$ cat src/rtl/toast_regfile.sv
// rtl/toast_regfile.sv - RV32I integer register file with post-reset clear sequencer.
// Optional same-cycle WB->ID write-through is enabled by defining TOAST_RF_BYPASS_EN.
module toast_regfile #(
   parameter int DATA_WIDTH = 32,
   parameter int ADDR_WIDTH = 5
) (
   input  logic                  clk_i,
   input  logic                  rst_i,
   input  logic [ADDR_WIDTH-1:0] WB_rd_addr_i,
   input  logic [DATA_WIDTH-1:0] WB_rd_wr_data_i,
   input  logic                  WB_rd_wr_en_i,
   input  logic [ADDR_WIDTH-1:0] ID_rs1_addr_i,
   input  logic [ADDR_WIDTH-1:0] ID_rs2_addr_i,
   output logic [DATA_WIDTH-1:0] ID_rs1_data_o,
   output logic [DATA_WIDTH-1:0] ID_rs2_data_o,
   output logic                  RF_init_busy_o
);

   localparam int DEPTH = 2 ** ADDR_WIDTH;
   localparam logic [ADDR_WIDTH-1:0] LAST_IDX = '1;
   localparam logic [ADDR_WIDTH-1:0] FIRST_IDX = {{(ADDR_WIDTH-1){1'b0}}, 1'b1};

   typedef enum logic {S_CLEAR, S_RUN} state_t;

   state_t                state;
   logic [ADDR_WIDTH-1:0] clr_idx;
   logic                  busy;
   logic                  wr_fire;

   // No reset on the array so it maps onto distributed RAM.
   logic [DATA_WIDTH-1:0] mem [0:DEPTH-1];

   assign wr_fire = WB_rd_wr_en_i && (WB_rd_addr_i != '0);

   always_ff @(posedge clk_i or posedge rst_i) begin
      if (rst_i) begin
         state   <= S_CLEAR;
         clr_idx <= FIRST_IDX;
         busy    <= 1'b1;
      end else begin
         case (state)
            S_CLEAR: begin
               clr_idx <= clr_idx + 1'b1;
               if (clr_idx == LAST_IDX) begin
                  state <= S_RUN;
                  busy  <= 1'b0;
               end
            end
            default: begin
               state <= S_RUN;
               busy  <= 1'b0;
            end
         endcase
      end
   end

   // Single write port shared by the clear sequencer and writeback; x0 is never touched.
   always_ff @(posedge clk_i) begin
      if (state == S_CLEAR) begin
         mem[clr_idx] <= '0;
      end else if (wr_fire) begin
         mem[WB_rd_addr_i] <= WB_rd_wr_data_i;
      end
   end

   always_comb begin
      ID_rs1_data_o = '0;
      if (!busy && ID_rs1_addr_i != '0) begin
         ID_rs1_data_o = mem[ID_rs1_addr_i];
`ifdef TOAST_RF_BYPASS_EN
         if (wr_fire && WB_rd_addr_i == ID_rs1_addr_i) begin
            ID_rs1_data_o = WB_rd_wr_data_i;
         end
`endif
      end
   end

   always_comb begin
      ID_rs2_data_o = '0;
      if (!busy && ID_rs2_addr_i != '0) begin
         ID_rs2_data_o = mem[ID_rs2_addr_i];
`ifdef TOAST_RF_BYPASS_EN
         if (wr_fire && WB_rd_addr_i == ID_rs2_addr_i) begin
            ID_rs2_data_o = WB_rd_wr_data_i;
         end
`endif
      end
   end

   assign RF_init_busy_o = busy;

endmodule

$ cat config.mk
export PLATFORM = sky130hd
export DESIGN_NAME = toast_regfile
export DESIGN_NICKNAME = d
export VERILOG_FILES = /design/src/rtl/toast_regfile.sv
export SDC_FILE = /design/constraint.sdc
export NUM_CORES = 1
export LEC_CHECK = 0
export BUFFER_PORTS_ARGS = -buffer_cell sky130_fd_sc_hd__buf_4
export CAP_MARGIN = 5
export CORE_ASPECT_RATIO = 1.25
export CORE_MARGIN = 8
export CORE_UTILIZATION = 30
export DETAILED_ROUTE_END_ITERATION = 7
export GPL_TIMING_DRIVEN = 1
export HOLD_SLACK_MARGIN = 0.05
export SLEW_MARGIN = 20
export SYNTH_ARGS = -nofsm -noshare
export SYNTH_HDL_FRONTEND = slang
export SYNTH_SLANG_ARGS = --single-unit
$ cat constraint.sdc
create_clock -name clk_i -period 3.3 [get_ports clk_i]
set_clock_uncertainty 0.05 [all_clocks]
set_input_delay 0.165 -clock clk_i [delete_from_list [all_inputs] [get_ports clk_i]]
set_output_delay 0.165 -clock clk_i [all_outputs]
set_load 0.005 [all_outputs]
== Yosys cells after proc, flatten, opt, wreduce, memory -nomap -nowiden ==
Memories as Yosys holds them, arrays and structs flattened.
Cells that the tools add are included.
W data, S select, Z words.

* Memories kept: 1
* Register bits after elaboration: 7
* RAM bits: 1,024

{| class="wikitable"
|+ Memories
! memory !! words !! width !! read ports !! clocked after memory_dff !! write ports !! line !! text
|-
| mem || 32 || 32 || 2 || 0 || 1 || 31 || <nowiki>logic [DATA_WIDTH-1:0] mem [0:DEPTH-1];</nowiki>
|}

* Muxes and demuxes: 13
* Equality and inequality tests: 1
* Reduce and logical (&&, ||, !) cells: 9
* Add/subtract/negate cells: 1

{| class="wikitable"
|+ Operators by type and width
! cell !! count
|-
| $mux W32 || 3
|-
| $reduce_or A32 Y1 || 1
|-
| $reduce_bool A5 Y1 || 3
|-
| $mux W1 || 9
|-
| $add A5 B1 Y5 const B || 1
|-
| $eq A5 B5 Y1 const B || 1
|-
| $mux W5 || 1
|-
| $logic_and A1 B1 Y1 || 3
|-
| $reduce_bool A2 Y1 || 1
|-
| $logic_not A1 Y1 || 1
|}

== Depth between registers and ports, before layout ==
* Word-level depth: 7
* Gate-level depth with buffers: 9
* Mapped depth without buffers: 5

== Least setup slack after synthesis ==
OpenSTA, ideal clock, no wires.

* Path kind: input-to-reg
* Start: in WB_rd_addr_i[3]
* End: mem mem[17][0], enable pin
* Stages: 5
* Arrival: 2,710 ps
* Data required time: 2,829 ps
* Slack: 118 ps
* Path through: buf_2 or4_1 a2111oi_0 a31oi_1 nor2_1

* Cells in the longest elaborated chain, start to end: 7
* Elaborated cells between the ends (all ways): 8
* Classes of those cells: mux (5); reduce/logical (3)

{| class="wikitable"
|+ Ends and longest elaborated chain
! element !! line !! text
|-
| start, declared || 9 || <nowiki>input logic [ADDR_WIDTH-1:0] WB_rd_addr_i,</nowiki>
|-
| $reduce_bool A5 Y1 || 33 || <nowiki>assign wr_fire = WB_rd_wr_en_i && (WB_rd_addr_i != '0);</nowiki>
|-
| $logic_and A1 B1 Y1 || 33 ||
|-
| $mux W1 || 61 || <nowiki>end else if (wr_fire) begin</nowiki>
|-
| $mux W1 || 59 || <nowiki>if (state == S_CLEAR) begin</nowiki>
|-
| $mux W1 (implied by the code) || 62 || <nowiki>mem[WB_rd_addr_i] <= WB_rd_wr_data_i;</nowiki>
|-
| $reduce_or A32 Y1 (no line) || - ||
|-
| $mux W5 (no line) / $mux W1 (equally long branches) || - ||
|-
| end, declared || 31 ||
|}

Several ways; a longest one is shown, not always the timed one.

== Worst setup path after layout ==
* Start: reg busy (netlist: RF_init_busy_o)
* End: out ID_rs1_data_o[1]

* Cells in the longest elaborated chain, start to end: 3

{| class="wikitable"
|+ Ends and longest elaborated chain
! element !! line !! text
|-
| start, declared || 27 || <nowiki>logic busy;</nowiki>
|-
| start signal, assigned || 39 || <nowiki>busy <= 1'b1;</nowiki>
|-
| start signal, assigned || 46 || <nowiki>busy <= 1'b0;</nowiki>
|-
| start signal, assigned || 51 || <nowiki>busy <= 1'b0;</nowiki>
|-
| $logic_not A1 Y1 || 68 || <nowiki>if (!busy && ID_rs1_addr_i != '0) begin</nowiki>
|-
| $logic_and A1 B1 Y1 || 68 ||
|-
| $mux W32 || 68 ||
|-
| end, declared || 14 || <nowiki>output logic [DATA_WIDTH-1:0] ID_rs1_data_o,</nowiki>
|}

No other way between the ends.

==> results.yml <==
synthesis:
  yosys.cell_types.count: 54
  yosys_warnings: 0
  dominant_combinational_cell_family_by_area_after_synthesis: "multiplexers"
  synth_simple_gate_area_frac: 0.0426
  synth_top_flop_cell: "sky130_fd_sc_hd__edfxtp_1"
  yosys-top-cells-area: "sky130_fd_sc_hd__edfxtp_1 (64%), sky130_fd_sc_hd__mux2i_1 (11%), sky130_fd_sc_hd__mux4_2 (11%), sky130_fd_sc_hd__a22oi_1 (4.2%), sky130_fd_sc_hd__nand3_1 (1.5%)"
  syn-instance-count: 2863
  synth_edf_count: 1024
  mappedNetlistNets: 2915
  yosysTopAreaCellShare: 0.636
  synth_compound_area_frac: 0.0638
  ys_seq_elements: 1031
  syn-mean-instance-area_um2: 16.9
  async_reset_ff_frac: 0.00679
  synth_adder_area_share: 0.000518
  synth_top_cell_by_area: "sky130_fd_sc_hd__edfxtp_1"
  summed_instance_area_of_the_synthesized_netlist_um2: 48300
  synth_seq_area_share: 0.640
  multiplexer_share_of_the_synthesized_area: 0.226
  fraction_of_synthesized_cell_area_in_xor_and_xnor_cells: 0.000544
floorplan:
  ios: 115
  core_area_um2: 160000
  die-area_um2: 174000
  die_y_um: 465
  chipWidth_um: 375
  floorplan.rows: 164
  initial_core_util: 0.302
worst_setup_path:
  critical_path_cell_count: 6
  crit-reg2reg-capture: "mem[6][12]"
  r2r_setup_slack_ns: 0.60
  worst_path_largest_cell_delay_ns: 0.75
  cp_top_family: "flip-flops"
  cp_data_arrival_time_ns: 3.10
  worstRegToRegCells: 5
  cp.buffers_inverters: 2
  cp_max_fo: 16
  worst_path_max_delay_cell: "sky130_fd_sc_hd__dfstp_4"
  critical_path.cell_chain: "nor4b_4 -> buf_4 -> a22o_1 -> a31oi_2 -> nand4_1 -> buf_4"
  setup.worst_path.start_class: "flop"
  r2r_startpoint: "state"
  worstSetupPathType: "flop to output port"
  critical_path.endpoint_type: "output port"
  critical_path.most_common_cell: "sky130_fd_sc_hd__buf_4"
  required_ns: 3.08
clock_network:
  htreeDepth: 3
  cts_clk_pin_slew_worst_paths_ns: 0.06
  cts.path.max_buffers: 3
  clock-root-buffer: "sky130_fd_sc_hd__clkbuf_16"
  clock_latency_ns: 0.69
  tritoncts: "done"
  tritoncts.num_buffers: 95
  tritoncts_num_sinks: 1031
  postCtsSetupBuffers: 0
hold_path:
  worstHoldStart: "WB_rd_wr_data_i[6]"
  worst_hold_path.endpoint: "mem[5][6]"
  holdCritPathClass: "input pin to flop"
  holdPathStages: 3
placed_design:
  placed_cells: 5038
  post-place-ws_ns: 0.479
  routabilityCongestion: 0.833
  standard_cell_area_after_detailed_placement_um2: 53200
  detailed_place_hpwl_um: 103000
  buffer_ports.inserted: 114
power:
  p_seq_frac: 0.524
  total_switching_power_mw: 6.53
  intPower_mw: 21.0
  powerDensity_nw_per_um2: 490
  leakage_nw: 20.4
  share_comb_of_total_power: 0.093
  max-vdd-ir-drop_mv: 0.428
  clock_share_of_power: 0.383
  p_sw_frac: 0.237
global_routing:
  grt_pass1_wl_um: 228000
  first_global_vias: 31110
  grt.total_usage: 0.179
  grt_start_max_net_pins: 61
  grt_overflow: 0
  antenna_violations_before_repair: 2
sta:
  timing.final.crit_period_ns: 3.31
  final-setup-viol-count: 1
  worst_pin_slew_ns: 0.861
  hold_violations: 0
  fin_crit_sh: 1.00
  pnr_worst_setup_slack_ns: -0.0114
  max_freq_mhz: 302
  slew_violations: 0
  timing.max_slew.rel_slack: 0.425
  unrepaired_setup_endpoints_after_global_routing: "false"
run_status:
  run_status: "finished, violations left"
  violated_checks: "setup timing"
detailed_routing:
  route.detailed.vias_per_inst: 5.77
  routed_wirelength_um: 162000
  routedWlPerCell_um: 30.9
  dr.first_iter.drc_count: 3401
  vias: 30183
  drc: 0
  drtPass1Iterations: 6
  postRouteAntennaNets: 0
final_layout:
  post_route_cells_drive_above_1_share: 0.242
  multi_input_gate_area_in_the_final_layout_um2: 16500
  final_net_count: 3130
  layout.filler_cells: 14887
  area_growth_pct: 16.5
  final_cell_count_no_fill: 5227
  seq_area_um2: 30900
  fin_area_um2: 56300
run:
  max-cap-violations: 0
[power by group through the flow]
stage / Sequential [mW] / Clock, mW / Combinational [mW]
2_1_floorplan: 14.7 / 0 / 1.38
3_3_place_gp: 14.7 / 0 / 2.53
3_5_place_dp: 14.7 / 0 / 2.54
4_1_cts: 14.4 / 10.7 / 2.57
5_1_grt: 14.4 / 11.1 / 2.68
6_report: 14.4 / 10.6 / 2.57
[per-stage QoR]
stage	setup TNS [ns]	total power [mW]	utilization	hold slack, ns
finish	-0.0114	27.6	0.352	0.0896
global route	0	28.3	0.352	0.0846
CTS	0	27.7	0.352	0.0501
detailed placement	0	17.3	0.333	0.0876
global placement	0	17.3	0.333	0.0826
floorplan	0	16.1	-	-0.0831
[metal layers]
metal,wire length (um),track usage,part of all wire,up-vias
met2,77700,0.298,0.48,1566
li1,-,-,-,12394
met3,13200,0.0331,0.082,380
met4,7270,0.0784,0.045,0
met5,0,0,0,-
met1,63400,0.228,0.39,15843
[state kept, by name (all words and copies together) (netlist names)]
register        flops
mem              1024
clr_idx             5
RF_init_busy_o      1
state               1
[tightest hold or removal path, delay by kind of cell]
| kind | cells | cell delay [ns] |
|---|---|---|
| and+or+nand+nor | 1 | 0.12 |
| buffers and inverters | 2 | 0.34 |
[layout make-up]
type                    instances  area share
multi-input cells            1593       0.294
diodes                          1   0.0000444
clock buffers                 116      0.0448
repair buffers                354      0.0591
flip-flops and latches       1031       0.549
clock inverters                54     0.00645
well taps                    2075      0.0461
inverters                       3    0.000200
[Yosys cell counts (6+ instances only)]
| cell type | n |
|---|---|
| sky130_fd_sc_hd__edfxtp_1 | 1024 |
| sky130_fd_sc_hd__mux2i_1 | 543 |
| sky130_fd_sc_hd__a22oi_1 | 272 |
| sky130_fd_sc_hd__mux4_2 | 226 |
| sky130_fd_sc_hd__nand3_1 | 143 |
| sky130_fd_sc_hd__clkbuf_1 | 116 |
| sky130_fd_sc_hd__nand4_1 | 68 |
| sky130_fd_sc_hd__buf_2 | 64 |
| sky130_fd_sc_hd__a31oi_1 | 60 |
| sky130_fd_sc_hd__nand2_1 | 60 |
| sky130_fd_sc_hd__a22o_1 | 56 |
| sky130_fd_sc_hd__nor2_1 | 50 |
| sky130_fd_sc_hd__and2_1 | 40 |
| sky130_fd_sc_hd__buf_4 | 29 |
| sky130_fd_sc_hd__buf_6 | 18 |
| sky130_fd_sc_hd__mux4_1 | 14 |
| sky130_fd_sc_hd__nor2b_1 | 8 |
| sky130_fd_sc_hd__a32oi_1 | 6 |
[cells in the final DEF (no fill, tap or decap), types with 3 or more instances in the layout]
| master | count |
|---|---|
| sky130_fd_sc_hd__edfxtp_1 | 1024 |
| sky130_fd_sc_hd__inv_1 | 3 |
| sky130_fd_sc_hd__clkinv_2 | 22 |
| sky130_fd_sc_hd__buf_12 | 44 |
| sky130_fd_sc_hd__dlygate4sd3_1 | 18 |
| sky130_fd_sc_hd__nor2b_4 | 6 |
| sky130_fd_sc_hd__a22o_1 | 56 |
| sky130_fd_sc_hd__a22oi_1 | 272 |
| sky130_fd_sc_hd__and2_1 | 35 |
| sky130_fd_sc_hd__mux4_1 | 14 |
| sky130_fd_sc_hd__o31a_1 | 3 |
| sky130_fd_sc_hd__clkinvlp_4 | 3 |
| sky130_fd_sc_hd__clkbuf_16 | 98 |
| sky130_fd_sc_hd__inv_6 | 4 |
| sky130_fd_sc_hd__buf_4 | 285 |
| sky130_fd_sc_hd__dfrtp_1 | 5 |
| sky130_fd_sc_hd__a31oi_1 | 59 |
| sky130_fd_sc_hd__and2_2 | 3 |
| sky130_fd_sc_hd__mux2i_1 | 543 |
| sky130_fd_sc_hd__nand2_1 | 60 |
| sky130_fd_sc_hd__xnor2_1 | 3 |
| sky130_fd_sc_hd__nor2_1 | 14 |
| sky130_fd_sc_hd__clkbuf_1 | 18 |
| sky130_fd_sc_hd__nand4_1 | 68 |
| sky130_fd_sc_hd__nor2_4 | 37 |
| sky130_fd_sc_hd__buf_8 | 4 |
| sky130_fd_sc_hd__mux4_2 | 226 |
| sky130_fd_sc_hd__a32oi_1 | 5 |
| sky130_fd_sc_hd__bufinv_16 | 3 |
| sky130_fd_sc_hd__clkinv_1 | 19 |
| sky130_fd_sc_hd__nand3_1 | 143 |
[worst max path at each step]
| stage | from | to | slack, ns |
|---|---|---|---|
| final | RF_init_busy_o | ID_rs1_data_o[1] | -0.01 |
| after global routing | RF_init_busy_o | ID_rs1_data_o[4] | 0.02 |
| after global placement | WB_rd_addr_i[1] | mem[7][25] | 0.42 |
| after floorplan | WB_rd_addr_i[3] | mem[17][0] | 0.12 |
| after detailed placement | RF_init_busy_o | ID_rs1_data_o[1] | 0.48 |
| after CTS | RF_init_busy_o | ID_rs1_data_o[1] | 0.005 |
[kinds of logic after synthesis]
| logic type | Yosys count |
|---|---|
| compound gates | 410 |
| fa+ha+maj | 2 |
| mux | 785 |
| buf+inv | 239 |
| xor+xnor | 3 |
| simple gates | 393 |
| flops | 1031 |
[what timing repair did]
item | 4_1_cts | 5_1_grt
gates resized for setup | 3 | 3
endpoints found under the hold margin | 347 | 0
endpoints found under the setup margin | 16 | 8
hold buffers | 18 | 0
pin swaps | 0 | 1
Note: power is estimated with default switching activity, not from simulation.
